$ cat src/rtl/game_sequencer_if.sv
// rtl/game_sequencer_if.sv - game_sequencer control, tick handshake and status signal bundle
interface game_sequencer_if #(
    parameter int N_PLAYERS = 2,
    parameter int SCORE_W   = 8,
    parameter int DIV_W     = 20
) ();
    logic                           i_restart;   // synchronous game restart
    logic [N_PLAYERS-1:0]           i_start;     // per-player join/start request
    logic                           i_pause;     // pause toggle pulse
    logic                           i_mode_ext;  // 1: ticks from i_phase edges, 0: internal divider
    logic                           i_phase;     // external tick phase
    logic [DIV_W-1:0]               i_div;       // internal tick period minus 1
    logic [N_PLAYERS-1:0]           i_ready;     // channel can take a tick
    logic [N_PLAYERS-1:0]           i_ack;       // channel consumed its tick
    logic [N_PLAYERS-1:0]           i_fail;      // per-channel failure pulse
    logic [N_PLAYERS-1:0]           i_success;   // per-channel success pulse
    logic [N_PLAYERS-1:0]           i_eat;       // per-channel score pulse
    logic [N_PLAYERS-1:0]           o_tick;      // tick request, held until acked
    logic [N_PLAYERS-1:0]           o_missed;    // dropped tick pulse
    logic [2:0]                     o_state;     // game state
    logic [N_PLAYERS-1:0]           o_failure;   // sticky failure flags
    logic [N_PLAYERS-1:0]           o_success;   // sticky success flags
    logic [N_PLAYERS*SCORE_W-1:0]   o_score;     // packed per-player scores

    modport master (
        output i_restart, i_start, i_pause, i_mode_ext, i_phase, i_div,
               i_ready, i_ack, i_fail, i_success, i_eat,
        input  o_tick, o_missed, o_state, o_failure, o_success, o_score
    );

    modport slave (
        input  i_restart, i_start, i_pause, i_mode_ext, i_phase, i_div,
               i_ready, i_ack, i_fail, i_success, i_eat,
        output o_tick, o_missed, o_state, o_failure, o_success, o_score
    );
endinterface

$ cat src/rtl/game_sequencer.sv
// rtl/game_sequencer.sv - multi-player game state machine with per-channel tick handshake and scoring
module game_sequencer #(
    parameter int N_PLAYERS = 2,
    parameter int SCORE_W   = 8,
    parameter int DIV_W     = 20
) (
    input  logic          clk,    // single clock, rising edge
    input  logic          rst_n,  // asynchronous active-low reset
    game_sequencer_if.slave bus   // game control inputs, tick handshake, status outputs
);

    typedef enum logic [2:0] {
        S_IDLE  = 3'd0,
        S_RUN   = 3'd1,
        S_PAUSE = 3'd2,
        S_OVER  = 3'd3,
        S_WIN   = 3'd4
    } state_t;

    localparam logic [SCORE_W-1:0] SCORE_ONE = {{(SCORE_W-1){1'b0}}, 1'b1};
    localparam logic [DIV_W-1:0]   DIV_ONE   = {{(DIV_W-1){1'b0}}, 1'b1};

    state_t                       state_q, state_d;
    logic [N_PLAYERS-1:0]         active_q, active_d;
    logic [N_PLAYERS-1:0]         tick_q, tick_d;
    logic [N_PLAYERS-1:0]         missed_q, missed_d;
    logic [N_PLAYERS-1:0]         fail_q, fail_d;
    logic [N_PLAYERS-1:0]         succ_q, succ_d;
    logic [N_PLAYERS*SCORE_W-1:0] score_q, score_d;
    logic [DIV_W-1:0]             div_q, div_d;
    logic                         phase_q, phase_d;

    logic                         run;
    logic                         tick_event;
    logic [N_PLAYERS-1:0]         eligible;
    logic                         all_failed;
    logic                         win;

    always_comb begin
        state_d    = state_q;
        active_d   = active_q;
        tick_d     = tick_q;
        missed_d   = '0;
        fail_d     = fail_q;
        succ_d     = succ_q;
        score_d    = score_q;
        div_d      = div_q;
        // Tracking i_phase every cycle means a paused or idle game never
        // sees a backlog of phase changes when it resumes.
        phase_d    = bus.i_phase;

        run        = (state_q == S_RUN);
        tick_event = 1'b0;
        if (run) begin
            tick_event = bus.i_mode_ext ? (bus.i_phase != phase_q) : (div_q == bus.i_div);
        end

        if (state_q == S_IDLE || state_q == S_RUN) begin
            active_d = active_q | bus.i_start;
        end

        // A tick is offered only to a live, ready channel; if it is still
        // busy with the previous tick (or acking it right now) the tick is lost.
        eligible = active_q & bus.i_ready & ~fail_q;
        if (tick_event) begin
            missed_d = eligible & (tick_q | bus.i_ack);
            tick_d   = tick_q | (eligible & ~bus.i_ack);
        end
        tick_d = tick_d & ~bus.i_ack;

        if (run) begin
            fail_d = fail_q | (bus.i_fail & active_q);
            succ_d = succ_q | (bus.i_success & active_q);
            for (int k = 0; k < N_PLAYERS; k++) begin
                if (bus.i_eat[k] && (score_q[k*SCORE_W +: SCORE_W] != {SCORE_W{1'b1}})) begin
                    score_d[k*SCORE_W +: SCORE_W] = score_q[k*SCORE_W +: SCORE_W] + SCORE_ONE;
                end
            end
        end

        case (state_q)
            S_RUN: begin
                if (!bus.i_mode_ext) begin
                    div_d = (div_q == bus.i_div) ? '0 : div_q + DIV_ONE;
                end
            end
            S_PAUSE: div_d = div_q;
            default: div_d = '0;
        endcase

        // Players joining this very cycle have not failed, so they keep the game alive.
        all_failed = (active_d != '0) && ((active_d & ~fail_d) == '0);
        win        = run && ((bus.i_success & active_q) != '0);

        case (state_q)
            S_IDLE:  if (bus.i_start != '0) state_d = S_RUN;
            S_RUN: begin
                if (win)              state_d = S_WIN;
                else if (all_failed)  state_d = S_OVER;
                else if (bus.i_pause) state_d = S_PAUSE;
            end
            S_PAUSE: if (bus.i_pause) state_d = S_RUN;
            default: state_d = state_q;
        endcase

        if (bus.i_restart) begin
            state_d  = S_IDLE;
            active_d = '0;
            tick_d   = '0;
            missed_d = '0;
            fail_d   = '0;
            succ_d   = '0;
            score_d  = '0;
            div_d    = '0;
        end
    end

    always_ff @(posedge clk or negedge rst_n) begin
        if (!rst_n) begin
            state_q  <= S_IDLE;
            active_q <= '0;
            tick_q   <= '0;
            missed_q <= '0;
            fail_q   <= '0;
            succ_q   <= '0;
            score_q  <= '0;
            div_q    <= '0;
            phase_q  <= 1'b0;
        end else begin
            state_q  <= state_d;
            active_q <= active_d;
            tick_q   <= tick_d;
            missed_q <= missed_d;
            fail_q   <= fail_d;
            succ_q   <= succ_d;
            score_q  <= score_d;
            div_q    <= div_d;
            phase_q  <= phase_d;
        end
    end

    assign bus.o_tick    = tick_q;
    assign bus.o_missed  = missed_q;
    assign bus.o_state   = state_q;
    assign bus.o_failure = fail_q;
    assign bus.o_success = succ_q;
    assign bus.o_score   = score_q;

endmodule

$ cat src/flat_wrapper.sv
// flat-port wrapper written by rule: the top's interface ports become plain ports
module game_sequencer_flat 
#(
    parameter int N_PLAYERS = 2,
    parameter int SCORE_W   = 8,
    parameter int DIV_W     = 20
)
  (clk, rst_n, bus_i_restart, bus_i_start, bus_i_pause, bus_i_mode_ext, bus_i_phase, bus_i_div, bus_i_ready, bus_i_ack, bus_i_fail, bus_i_success, bus_i_eat, bus_o_tick, bus_o_missed, bus_o_state, bus_o_failure, bus_o_success, bus_o_score);
  game_sequencer_if #(.N_PLAYERS(N_PLAYERS), .SCORE_W(SCORE_W), .DIV_W(DIV_W)) bus_i ();
  input  logic clk;
  input  logic rst_n;
  input wire logic [$bits(bus_i.i_restart)-1:0] bus_i_restart;
  input wire logic [$bits(bus_i.i_start)-1:0] bus_i_start;
  input wire logic [$bits(bus_i.i_pause)-1:0] bus_i_pause;
  input wire logic [$bits(bus_i.i_mode_ext)-1:0] bus_i_mode_ext;
  input wire logic [$bits(bus_i.i_phase)-1:0] bus_i_phase;
  input wire logic [$bits(bus_i.i_div)-1:0] bus_i_div;
  input wire logic [$bits(bus_i.i_ready)-1:0] bus_i_ready;
  input wire logic [$bits(bus_i.i_ack)-1:0] bus_i_ack;
  input wire logic [$bits(bus_i.i_fail)-1:0] bus_i_fail;
  input wire logic [$bits(bus_i.i_success)-1:0] bus_i_success;
  input wire logic [$bits(bus_i.i_eat)-1:0] bus_i_eat;
  output wire logic [$bits(bus_i.o_tick)-1:0] bus_o_tick;
  output wire logic [$bits(bus_i.o_missed)-1:0] bus_o_missed;
  output wire logic [$bits(bus_i.o_state)-1:0] bus_o_state;
  output wire logic [$bits(bus_i.o_failure)-1:0] bus_o_failure;
  output wire logic [$bits(bus_i.o_success)-1:0] bus_o_success;
  output wire logic [$bits(bus_i.o_score)-1:0] bus_o_score;
  assign bus_i.i_restart = bus_i_restart;
  assign bus_i.i_start = bus_i_start;
  assign bus_i.i_pause = bus_i_pause;
  assign bus_i.i_mode_ext = bus_i_mode_ext;
  assign bus_i.i_phase = bus_i_phase;
  assign bus_i.i_div = bus_i_div;
  assign bus_i.i_ready = bus_i_ready;
  assign bus_i.i_ack = bus_i_ack;
  assign bus_i.i_fail = bus_i_fail;
  assign bus_i.i_success = bus_i_success;
  assign bus_i.i_eat = bus_i_eat;
  assign bus_o_tick = bus_i.o_tick;
  assign bus_o_missed = bus_i.o_missed;
  assign bus_o_state = bus_i.o_state;
  assign bus_o_failure = bus_i.o_failure;
  assign bus_o_success = bus_i.o_success;
  assign bus_o_score = bus_i.o_score;
  game_sequencer #(.N_PLAYERS(N_PLAYERS), .SCORE_W(SCORE_W), .DIV_W(DIV_W)) u_core (.clk(clk), .rst_n(rst_n), .bus(bus_i));
endmodule
$ cat config.mk
export PLATFORM = sky130hd
export DESIGN_NAME = game_sequencer_flat
export DESIGN_NICKNAME = d
export VERILOG_FILES = /design/src/rtl/game_sequencer_if.sv /design/src/rtl/game_sequencer.sv /design/src/flat_wrapper.sv
export SDC_FILE = /design/constraint.sdc
export NUM_CORES = 1
export LEC_CHECK = 0
export CAP_MARGIN = 20
export CORE_UTILIZATION = 29
export DETAILED_ROUTE_END_ITERATION = 10
export SLEW_MARGIN = 20
export SYNTH_ARGS = -nofsm -noshare
export SYNTH_HDL_FRONTEND = slang
export SYNTH_SLANG_ARGS = --single-unit
$ cat constraint.sdc
create_clock -name clk -period 2.5 [get_ports clk]
set_input_delay 0.5 -clock clk [delete_from_list [all_inputs] [get_ports clk]]
set_output_delay 0.5 -clock clk [all_outputs]
set_load 0.02 [all_outputs]
==> results.cfg <==
[status]
status = complete, no violations

[pwr]
p_leak_nw = 1.616
power_density_mw_per_mm2 = 477.4
irDropWorstVdd_mv = 0.2202

[sta]
fmax_ghz = 0.4608
worstMarginPinSlew_ns = 0.5986
slew_headroom = 0.6010
fin_crit_ns = 2.170
whs_ns = 0.1882
finalSetupViolCount = 0
rsz0062_at_grt = no
skew_ns = 0.009784
hold_violations = 0
finalSetupTns_ns = 0
period_share = 0.8680
timing.final.ws_setup_ns = 0.3301
final_max_slew_viol_count = 0

[die]
dieArea_mm2 = 0.01020
core.rowCount = 35
start_util = 0.3033
fp.coreArea_mm2 = 0.009371
fp.dieH_um = 101.0
die_x_um = 101.0
pin_count = 65

[global_route]
antenna_found_initial = 0
grt_pass1_wl_um = 11810
grt_pass1_vias = 2450
grt_util_all_layers = 0.1486
grt_max_degree = 28
grt_overflow = 0

[clock_network]
numCtsBuffers = 5
hold_buffers = 0
cts_tree = built
cts_root_buf = clkbuf_8
clkSlewWorstSetupHoldPaths_ns = 0.10
max-clock-path-buffers = 2
htree_levels = 2
ctsResizeCount = 0
clock-sinks = 50
cts_setup_buffers = 0
worst_skew_pair.late_latency_ns = 0.30

[detailed_routing]
routed_via_density = 4.955
met3WireLength_um = 415
drc = 0
wl_met2_um = 3302
final_antenna_net_count = 0
top_layer = met4
wl_per_cell_um = 14.20
first_iter_violations = 93
via_count = 2512
met1_length_um = 3441
routed_wl_um = 7200
firstDrtPassIters = 4

[worst_setup_path]
critPathLaunchType = primary input
regToRegEndpoint = u_core.bus.o_tick[0]
worstSetupPathType = primary input to flip-flop
critPathArrivalTime_ns = 2.39
cp.required_ns = 2.72
reg2reg_slack_ns = 0.46
reg2reg_depth = 8
endpoint_kind = flip-flop
rr_startpoint = u_core.div_q[7]
worst-path-max-fanout = 4

[finish]
multi_input_area_mm2 = 0.001490
drive_above_1_share = 0.09524
area_growth_pct = 35.21
nFillCells = 944
antennaDiodeCount = 0
nets = 418
final-seq-area_mm2 = 0.001251
final_cells = 507
fin_area_mm2 = 0.003844

[placed_design]
placed_area_mm2 = 0.003730
portBuffers = 64
dp.cells = 499
place_ws_ns = -0.01227
place_congestion = 0.7946
hpwl_um = 5376

[logic_synthesis]
yosys-top-cells-area = dfrtp_1, xor2_1, nor2_1
synth-seq-cells = 50
synth-main-ff-cell = dfrtp_1
yosys-top-cells-count = dfrtp_1, xor2_1, nor2_1, nand2_1, nand3_1
ys_warn_count = 0
async_flop_share = 1.000
netlist_instances = 305
syn_area_per_cell_um2 = 9.320
netlist_area_mm2 = 0.002843
yosysMostFrequentCell = dfrtp_1
yosys.area.top_type = dfrtp_1
ys_seq_area_frac = 0.4401
syn_nets = 346
synth_top_area_frac = 0.4401
yosysUniqueCellTypes = 50
synth_edf_count = 0

[worst_hold_path]
hold_class = primary input to asynchronous set/reset pin

[job]
max-cap-violations = 0
-- sequential cells by signal, summed over array words and instances (netlist names) --
register and count:
u_core.div_q 20, u_core.bus.o_success 2, u_core.bus.o_score 16, u_core.active_q 2, u_core.bus.o_tick 2, u_core.phase_q 1, u_core.bus.o_failure 2, u_core.bus.o_missed 2
u_core.bus.o_state 3
-- kinds of logic after synthesis --
| group | after synthesis | share of synthesized area |
|---|---|---|
| XOR/XNOR | 35 | 0.1078 |
| multiplexers | 4 | 0.01409 |
| AND/OR/NAND/NOR | 134 | 0.2509 |
| buffers and inverters | 24 | 0.03741 |
| flip-flops | 50 | 0.4401 |
| AO/OA/AOI/OAI | 55 | 0.1364 |
| adder cells (fa/ha/maj) | 3 | 0.01321 |
-- layout by cell type, fill, tap and decap left out, types with 4 or more instances in the layout --
cell,netlist,final
o21ai_0,7,7
or4_1,7,7
nand3_1,22,22
xor2_1,32,32
nand2_1,26,26
o21ai_1,5,5
nor3_1,4,4
buf_4,0,13
dfrtp_1,50,50
nor4_1,5,5
clkbuf_8,0,5
inv_1,9,9
nand2b_1,4,4
nand4_1,8,8
a31oi_1,8,8
a21oi_1,10,10
nor2_1,31,31
and3_1,8,8
mux2i_1,4,4
clkdlybuf4s50_1,0,63
-- per-stage QoR --
step                      utilization  power, mW
after floorplan                     -      1.067
after global placement         0.3980      1.270
after detailed placement       0.3980      1.275
after CTS                      0.4101      1.869
after global routing           0.4101      1.940
final                          0.4101      1.835
-- layout make-up --
| type | instances | share of cell area |
|---|---|---|
| multi-input combinational | 231 | 0.3877 |
| timing repair buffer | 80 | 0.2064 |
| clock buffer | 5 | 0.01790 |
| sequential | 50 | 0.3255 |
| clock inverter | 3 | 0.01172 |
| tap | 129 | 0.04199 |
| inverter | 9 | 0.008789 |
-- report_power, final --
part           switching (mW)  total, mW  internal, mW
clock                   0.282      0.580         0.298
sequential             0.0298      0.860         0.830
combinational           0.198      0.395         0.196
-- layer usage --
layer  global-route usage  vias up
met3              0.03398        4
li1                     -     1242
met5                    0        -
met2               0.2392       71
met4              0.03233        0
met1               0.2035     1195
-- critical path: stages --
cell,delay [ns]
clkdlybuf4s50_1,0.44
xor2_1,0.16
nor4_1,0.28
buf_4,0.16
nand3_1,0.12
o31ai_1,0.31
buf_4,0.19
a31oi_1,0.08
nor3_1,0.16
-- worst max path at each step --
stage	start	endpoint	slack, ns	cells after the start
after global placement	bus_i_div[17]	u_core.bus.o_tick[1]	0.06	8
after global routing	bus_i_div[7]	u_core.bus.o_tick[0]	0.15	9
final	bus_i_div[12]	u_core.bus.o_tick[0]	0.33	9
after CTS	bus_i_div[7]	u_core.bus.o_tick[0]	0.30	9
after detailed placement	bus_i_div[7]	u_core.bus.o_tick[0]	-0.01	9
after floorplan	u_core.bus.o_state[1]	u_core.bus.o_score[13]	0.46	7
Note: power is estimated with default switching activity, not from simulation.
